`src/rtl/exe_unit_pkg.sv`:
```
// -----------------------------------------------------------------------------
// exe_unit_pkg
// Shared types for the execution-unit issuer and anything that talks to it:
//   oper_e         - 2-bit opcode of the combinational execution unit
//   issuer_state_e - sequencing states of the issuer
//   flags_t        - {error, carry} pair returned with each response
//   mask_flags()   - keeps only the flags that are meaningful for an opcode
// -----------------------------------------------------------------------------
package exe_unit_pkg;

  typedef enum logic [1:0] {
    OP_ADD  = 2'd0,
    OP_CMP  = 2'd1,
    OP_SET  = 2'd2,
    OP_CONV = 2'd3
  } oper_e;

  typedef enum logic [1:0] {
    ST_IDLE,
    ST_ISSUE,
    ST_CAPTURE,
    ST_RESPOND
  } issuer_state_e;

  typedef struct packed {
    logic error;
    logic carry;
  } flags_t;

  // Error is only defined for set/convert, carry only for add; whatever the
  // unit drives on those lines for other opcodes is noise.
  function automatic flags_t mask_flags(input oper_e oper, input logic error,
                                        input logic carry);
    flags_t f;
    f.error = ((oper == OP_SET) || (oper == OP_CONV)) ? error : 1'b0;
    f.carry = (oper == OP_ADD) ? carry : 1'b0;
    return f;
  endfunction

endpackage

```
`src/rtl/exe_cmd_fifo.sv`:
```
// -----------------------------------------------------------------------------
// exe_cmd_fifo
// Command buffer for the issuer. Stores packed {argA, argB, oper} words.
// Show-ahead: o_rd_data always presents the head entry; i_pop advances it.
// Ports:
//   i_clk, i_rst_n     clock, asynchronous active-low reset
//   i_push, i_wr_data  write request (ignored when full, even with a pop)
//   i_pop              advance head (ignored when empty)
//   o_rd_data          head entry
//   o_full, o_empty    occupancy flags
//   o_count            number of stored entries, 0..DEPTH
// -----------------------------------------------------------------------------
module exe_cmd_fifo #(
  parameter int WIDTH = 32,
  parameter int DEPTH = 4
) (
  input  logic                   i_clk,
  input  logic                   i_rst_n,
  input  logic                   i_push,
  input  logic [2*WIDTH+1:0]     i_wr_data,
  input  logic                   i_pop,
  output logic [2*WIDTH+1:0]     o_rd_data,
  output logic                   o_full,
  output logic                   o_empty,
  output logic [$clog2(DEPTH):0] o_count
);

  localparam int PTR_W  = $clog2(DEPTH);
  localparam int CNT_W  = PTR_W + 1;
  localparam int DATA_W = 2 * WIDTH + 2;

  logic [DATA_W-1:0] mem_q [DEPTH];
  logic [PTR_W-1:0]  wr_ptr_q, wr_ptr_d;
  logic [PTR_W-1:0]  rd_ptr_q, rd_ptr_d;
  logic [CNT_W-1:0]  count_q,  count_d;
  logic              push_ok,  pop_ok;

  assign o_full    = (count_q == CNT_W'(DEPTH));
  assign o_empty   = (count_q == '0);
  assign o_count   = count_q;
  assign o_rd_data = mem_q[rd_ptr_q];

  // Full refuses a push outright, so a simultaneous pop never makes room
  // within the same cycle.
  assign push_ok = i_push && !o_full;
  assign pop_ok  = i_pop && !o_empty;

  // NOTE: every always_comb output gets a default first so that no path
  // leaves it unassigned and a latch is inferred.
  always_comb begin
    wr_ptr_d = wr_ptr_q;
    rd_ptr_d = rd_ptr_q;
    count_d  = count_q;
    // DEPTH is a power of two, so pointer increments wrap on their own.
    if (push_ok) wr_ptr_d = wr_ptr_q + PTR_W'(1);
    if (pop_ok)  rd_ptr_d = rd_ptr_q + PTR_W'(1);
    case ({push_ok, pop_ok})
      2'b10:   count_d = count_q + CNT_W'(1);
      2'b01:   count_d = count_q - CNT_W'(1);
      default: count_d = count_q;
    endcase
  end

  // NOTE: sequential state uses non-blocking assignments so every flop
  // samples its pre-edge inputs regardless of block evaluation order.
  always_ff @(posedge i_clk or negedge i_rst_n) begin
    if (!i_rst_n) begin
      wr_ptr_q <= '0;
      rd_ptr_q <= '0;
      count_q  <= '0;
    end else begin
      wr_ptr_q <= wr_ptr_d;
      rd_ptr_q <= rd_ptr_d;
      count_q  <= count_d;
    end
  end

  // NOTE: storage is deliberately not reset; the pointers and count define
  // which entries are valid, and an unreset array maps onto plain RAM/flops.
  always_ff @(posedge i_clk) begin
    if (push_ok) mem_q[wr_ptr_q] <= i_wr_data;
  end

endmodule

```
`src/rtl/exe_unit_issuer.sv`:
```
// -----------------------------------------------------------------------------
// exe_unit_issuer
// Sequential front-end for the combinational execution unit. Commands are
// buffered in exe_cmd_fifo, driven to the unit from registers, and the unit's
// outputs are captured two cycles later (one full settle cycle) and returned
// over a valid/ready response channel, in command order.
// Ports:
//   i_clk, i_rst_n                     clock, asynchronous active-low reset
//   i_cmd_valid / o_cmd_ready          command handshake
//   i_cmd_argA, i_cmd_argB, i_cmd_oper command payload
//   o_exe_argA, o_exe_argB, o_exe_oper registered drive to the unit
//   i_exe_result, i_exe_error, i_exe_carry   unit outputs
//   o_rsp_valid / i_rsp_ready          response handshake
//   o_rsp_result, o_rsp_error, o_rsp_carry, o_rsp_oper   response payload
//   o_busy                             work in flight or queued
// -----------------------------------------------------------------------------
module exe_unit_issuer
  import exe_unit_pkg::*;
#(
  parameter int WIDTH = 32,
  parameter int DEPTH = 4
) (
  input  logic             i_clk,
  input  logic             i_rst_n,
  input  logic             i_cmd_valid,
  output logic             o_cmd_ready,
  input  logic [WIDTH-1:0] i_cmd_argA,
  input  logic [WIDTH-1:0] i_cmd_argB,
  input  logic [1:0]       i_cmd_oper,
  output logic [WIDTH-1:0] o_exe_argA,
  output logic [WIDTH-1:0] o_exe_argB,
  output logic [1:0]       o_exe_oper,
  input  logic [WIDTH-1:0] i_exe_result,
  input  logic             i_exe_error,
  input  logic             i_exe_carry,
  output logic             o_rsp_valid,
  input  logic             i_rsp_ready,
  output logic [WIDTH-1:0] o_rsp_result,
  output logic             o_rsp_error,
  output logic             o_rsp_carry,
  output logic [1:0]       o_rsp_oper,
  output logic             o_busy
);

  localparam int CNT_W = $clog2(DEPTH) + 1;

  // ---------------------------------------------------------------- FIFO
  logic [2*WIDTH+1:0] fifo_rd_data;
  logic               fifo_pop;
  logic               fifo_full;
  logic               fifo_empty;
  logic [CNT_W-1:0]   fifo_count;
  logic [WIDTH-1:0]   head_arga;
  logic [WIDTH-1:0]   head_argb;
  logic [1:0]         head_oper;

  exe_cmd_fifo #(
    .WIDTH (WIDTH),
    .DEPTH (DEPTH)
  ) u_fifo (
    .i_clk     (i_clk),
    .i_rst_n   (i_rst_n),
    .i_push    (i_cmd_valid),
    .i_wr_data ({i_cmd_argA, i_cmd_argB, i_cmd_oper}),
    .i_pop     (fifo_pop),
    .o_rd_data (fifo_rd_data),
    .o_full    (fifo_full),
    .o_empty   (fifo_empty),
    .o_count   (fifo_count)
  );

  assign {head_arga, head_argb, head_oper} = fifo_rd_data;
  assign o_cmd_ready = !fifo_full;

  // ------------------------------------------------------------ sequencer
  issuer_state_e    state_q,      state_d;
  logic [WIDTH-1:0] exe_arga_q,   exe_arga_d;
  logic [WIDTH-1:0] exe_argb_q,   exe_argb_d;
  oper_e            exe_oper_q,   exe_oper_d;
  logic             rsp_valid_q,  rsp_valid_d;
  logic [WIDTH-1:0] rsp_result_q, rsp_result_d;
  logic             rsp_error_q,  rsp_error_d;
  logic             rsp_carry_q,  rsp_carry_d;
  oper_e            rsp_oper_q,   rsp_oper_d;
  flags_t           cap_flags;

  assign cap_flags = mask_flags(exe_oper_q, i_exe_error, i_exe_carry);

  always_comb begin
    state_d      = state_q;
    exe_arga_d   = exe_arga_q;
    exe_argb_d   = exe_argb_q;
    exe_oper_d   = exe_oper_q;
    rsp_valid_d  = rsp_valid_q;
    rsp_result_d = rsp_result_q;
    rsp_error_d  = rsp_error_q;
    rsp_carry_d  = rsp_carry_q;
    rsp_oper_d   = rsp_oper_q;
    fifo_pop     = 1'b0;

    case (state_q)
      ST_IDLE: begin
        if (!fifo_empty) begin
          fifo_pop   = 1'b1;
          exe_arga_d = head_arga;
          exe_argb_d = head_argb;
          exe_oper_d = oper_e'(head_oper);
          state_d    = ST_ISSUE;
        end
      end
      // Operands have been on the unit's inputs since the previous edge;
      // this cycle only lets its combinational path settle.
      ST_ISSUE: state_d = ST_CAPTURE;
      ST_CAPTURE: begin
        rsp_result_d = i_exe_result;
        rsp_error_d  = cap_flags.error;
        rsp_carry_d  = cap_flags.carry;
        rsp_oper_d   = exe_oper_q;
        rsp_valid_d  = 1'b1;
        state_d      = ST_RESPOND;
      end
      ST_RESPOND: begin
        if (i_rsp_ready) begin
          rsp_valid_d = 1'b0;
          // Chain straight into the next command to keep one per 3 cycles.
          if (!fifo_empty) begin
            fifo_pop   = 1'b1;
            exe_arga_d = head_arga;
            exe_argb_d = head_argb;
            exe_oper_d = oper_e'(head_oper);
            state_d    = ST_ISSUE;
          end else begin
            state_d    = ST_IDLE;
          end
        end
      end
      default: state_d = ST_IDLE;
    endcase
  end

  always_ff @(posedge i_clk or negedge i_rst_n) begin
    if (!i_rst_n) begin
      state_q      <= ST_IDLE;
      exe_arga_q   <= '0;
      exe_argb_q   <= '0;
      exe_oper_q   <= OP_ADD;
      rsp_valid_q  <= 1'b0;
      rsp_result_q <= '0;
      rsp_error_q  <= 1'b0;
      rsp_carry_q  <= 1'b0;
      rsp_oper_q   <= OP_ADD;
    end else begin
      state_q      <= state_d;
      exe_arga_q   <= exe_arga_d;
      exe_argb_q   <= exe_argb_d;
      exe_oper_q   <= exe_oper_d;
      rsp_valid_q  <= rsp_valid_d;
      rsp_result_q <= rsp_result_d;
      rsp_error_q  <= rsp_error_d;
      rsp_carry_q  <= rsp_carry_d;
      rsp_oper_q   <= rsp_oper_d;
    end
  end

  assign o_exe_argA   = exe_arga_q;
  assign o_exe_argB   = exe_argb_q;
  assign o_exe_oper   = exe_oper_q;
  assign o_rsp_valid  = rsp_valid_q;
  assign o_rsp_result = rsp_result_q;
  assign o_rsp_error  = rsp_error_q;
  assign o_rsp_carry  = rsp_carry_q;
  assign o_rsp_oper   = rsp_oper_q;
  assign o_busy       = (state_q != ST_IDLE) || (fifo_count != '0);

endmodule

```
`config.mk`:
```
export PLATFORM = sky130hd
export DESIGN_NAME = exe_unit_issuer
export DESIGN_NICKNAME = d
export VERILOG_FILES = /design/src/rtl/exe_unit_pkg.sv /design/src/rtl/exe_cmd_fifo.sv /design/src/rtl/exe_unit_issuer.sv
export SDC_FILE = /design/constraint.sdc
export NUM_CORES = 1
export LEC_CHECK = 0
export BUFFER_PORTS_ARGS = -buffer_cell sky130_fd_sc_hd__buf_2
export CAP_MARGIN = 20
export CORE_MARGIN = 3
export CORE_UTILIZATION = 50
export DETAILED_ROUTE_END_ITERATION = 12
export PLACE_DENSITY_LB_ADDON = 0.15
export SLEW_MARGIN = 10
export SYNTH_ARGS = -nofsm -noshare
export SYNTH_HDL_FRONTEND = slang
export SYNTH_SLANG_ARGS = --single-unit
```
`constraint.sdc`:
```
create_clock -name i_clk -period 4 [get_ports i_clk]
set_input_delay 0.4 -clock i_clk [delete_from_list [all_inputs] [get_ports i_clk]]
set_output_delay 0.4 -clock i_clk [all_outputs]
set_load 0.01 [all_outputs]
```
==> flow_summary.ini <==
[synth]
postSynthRegisterBits = 376
synth.top_cell.area_share_pct = 56.6
ys_seq_area_share_pct = 76.5
synth_top_cells_by_area = sky130_fd_sc_hd__edfxtp_1 (57%), sky130_fd_sc_hd__dfrtp_1 (20%), sky130_fd_sc_hd__mux4_2 (11%), sky130_fd_sc_hd__mux2_2 (6.7%), sky130_fd_sc_hd__mux2_4 (1.9%)
post_synth.cell_area_avg_um2 = 22.5
synth_cell_type_count = 36
netlist_instances = 624
net_count_after_synthesis = 738
synth.cell_area_um2 = 14000
yosys_warnings = 0
post-synth-top-area-cell = sky130_fd_sc_hd__edfxtp_1

[place]
placement.setup.worst_slack_ns = 1.58
portBuffers = 208
gp_congestion = 0.749
hpwl_um = 15900

[floorplan]
fp.coreArea_um2 = 27300
die-area_um2 = 30100
die_width_um = 173
io-pin-count = 209
floorplan.die.height_um = 173
fp-row-count = 60
floorplan.initialDensity_pct = 51.4

[finish]
nNetsFinal = 969
mostFrequentLayoutCell = sky130_fd_sc_hd__edfxtp_1
drive_gt1_share_pct = 51.2
area_growth_pct = 20.2
most_frequent_cells_in_the_layout = sky130_fd_sc_hd__edfxtp_1 (264), sky130_fd_sc_hd__buf_2 (207), sky130_fd_sc_hd__dfrtp_1 (110)

[global_routing]
globalRoute.totalOverflow = 0
grt_pass1_wl_um = 42900
total_grt_usage_pct = 18.3
grt_max_degree = 68
first_global_vias = 7548
antenna_found_initial = 4

[worst_setup_path]
crit_path_max_fanout = 5
critPathLaunchType = flip-flop
crit_path_end_kind = flip-flop
path_class = reg2reg
path_buf_inv = 2
timing.reg2reg.setup_slack_ns = 1.54
critical_path.max_stage_delay_ns = 0.41
r2r-start = state_q[1]
critPathSlowestCell = sky130_fd_sc_hd__dfrtp_1
cp.arrival_ns = 2.89
cp_data_required_time_ns = 4.43
reg2regPathDepth = 9
cell_by_cell_listing_of_the_critical_path = inv_1 -> ha_1 -> nor3_1 -> ha_1 -> inv_1 -> fa_1 -> xor2_1 -> nor2_1 -> xor2_1
critPathTopFamily = adder cells
worst_r2r_endpoint = u_fifo.o_count[2]

[clock_tree]
cts_tree = yes
worstSkewPairLatency_ns = 0.52
cts_inserted_buffers = 39
clockRootBuffer = sky130_fd_sc_hd__clkbuf_16
cts-root-to-sink-buffers = 3
postCtsSetupBuffers = 0
clk_pin_slew_worst_paths_ns = 0.06
cts_resized = 0
post_cts_hold_buffer_count = 0
number_of_h_tree_levels = 2
clock_sinks = 376

[timing]
report.final.hold_viol_count = 0
largest_clock_skew_in_the_final_design_ns = 0.0101
timing_worst_slew_pin_value_ns = 1.07
finalWorstPathRequiredPeriod_ns = 2.46
setup_viol_count_final = 0
setup_slack_ns = 1.54
clock.fmax_ghz = 0.406
max_slew_margin_pct = 28.7
grt_setup_unrepaired = no
finalMaxSlewViolations = 0
final.setup.tns_ns = 0
post-route-period-util_pct = 61.5

[detailed_routing]
detail_route.wl_per_cell_um = 21.5
via_count = 6739
residual_drc_count = 0
via_per_inst = 5.36
final_antenna_net_count = 0
detailedRoute.firstPassIterationCount = 4
route.final.wire_length_um = 27000
drt_iter0_markers = 411

[outcome]
status = finished, final reports clean

[pwr]
power-per-cell-area_nw_per_um2 = 844
worst_ir_drop_vdd_v = 0.000792
static_leakage_power_nw = 6.35

[flow_run]
drv_cap = 0

[min_path]
worst_hold_path_type = in2async
[sequential cells by signal, indices dropped and copies added, names as in the netlist, 3 cells and up]
signal          cells
o_exe_argB         32
u_fifo.mem_q      264
o_exe_argA         32
u_fifo.o_count      3
o_rsp_result       32
[power by group]
group	internal, mW	total [mW]	switching [mW]
registers	5.41	6.12	0.708
clock network	2.23	3.69	1.45
logic	2.41	4.41	2.00
[through the flow]
step | instances | utilization (%) | total power [mW] | area (um2) | hold WS (ns)
2_1_floorplan | 624 | - | 9.26 | 14000 | 0.104
3_3_place_gp | 1183 | 56.7 | 10.5 | 15400 | 0.484
3_5_place_dp | 1183 | 56.7 | 10.7 | 15400 | 0.490
4_1_cts | 1254 | 61.6 | 14.4 | 16800 | 0.0562
5_1_grt | 1257 | 61.8 | 15.0 | 16800 | 0.0663
6_report | 1258 | 61.8 | 14.2 | 16900 | 0.0313
[layer usage]
layer	routed length [um]	track usage [%]	vias to the layer above
li1	-	-	2960
met1	11300	24.1	3517
met2	13600	30.8	200
met3	1530	4.16	56
met4	640	5.81	6
met5	43	0	-
[cell type report]
type                    instances  area, um2
repair buffers                216       1180
inverters                      10       37.5
diodes                          1       2.50
clock buffers                  46       1060
multi-input cells             212       3100
fillers                      1968      10400
clock inverters                25        264
flip-flops and latches        376      10700
well taps                     372        465
[synth_stat cells, drive strengths merged]
| cell type | number |
|---|---|
| xor2 | 4 |
| nor2b | 1 |
| nor3b | 1 |
| buf | 22 |
| and3 | 4 |
| ha | 9 |
| fa | 1 |
| o21ai | 2 |
| a21oi | 2 |
| o31a | 1 |
| nor3 | 4 |
| nand2 | 2 |
| mux4 | 66 |
| a211oi | 1 |
| and2 | 1 |
| edfxtp | 264 |
| dfrtp | 112 |
| nand3 | 1 |
| xnor2 | 2 |
| inv | 10 |
| mux2 | 103 |
| o22ai | 1 |
| nor4b | 1 |
| clkbuf | 4 |
| nor2 | 3 |
| a2bb2oi | 1 |
| or3b | 1 |
[cells by family after synthesis]
logic type               after synthesis  share of synthesized area, %
XOR/XNOR                               6                         0.375
flip-flops                           376                          76.5
multiplexers                         169                          19.4
AND/OR/NAND/NOR                       19                         0.875
buffers and inverters                 36                          1.54
AO/OA/AOI/OAI                          8                         0.366
adder cells (fa/ha/maj)               10                         0.946
[worst reg2reg max path, stage by stage, from the launching register on]
cell,delay (ns)
sky130_fd_sc_hd__dfrtp_1,0.41
sky130_fd_sc_hd__inv_1,0.10
sky130_fd_sc_hd__ha_1,0.36
sky130_fd_sc_hd__nor3_1,0.38
sky130_fd_sc_hd__ha_1,0.26
sky130_fd_sc_hd__inv_1,0.06
sky130_fd_sc_hd__fa_1,0.37
sky130_fd_sc_hd__xor2_1,0.15
sky130_fd_sc_hd__nor2_1,0.13
sky130_fd_sc_hd__xor2_1,0.17
[how the worst max path moves through the flow]
stage                             startpoint                  to  cells after the start  slack (ns)
final                             state_q[1]   u_fifo.o_count[2]                      9        1.54
after global routing              state_q[1]   u_fifo.o_count[2]                      9        1.37
after CTS                         state_q[1]   u_fifo.o_count[2]                      9        1.56
after detailed placement          state_q[1]   u_fifo.o_count[2]                      9        1.58
after global placement    u_fifo.rd_ptr_q[0]       o_exe_argB[7]                      3        1.71
after floorplan            u_fifo.o_count[2]  u_fifo.mem_q[0][0]                      2        1.25
No activity file was read; power rests on OpenSTA's default activity.
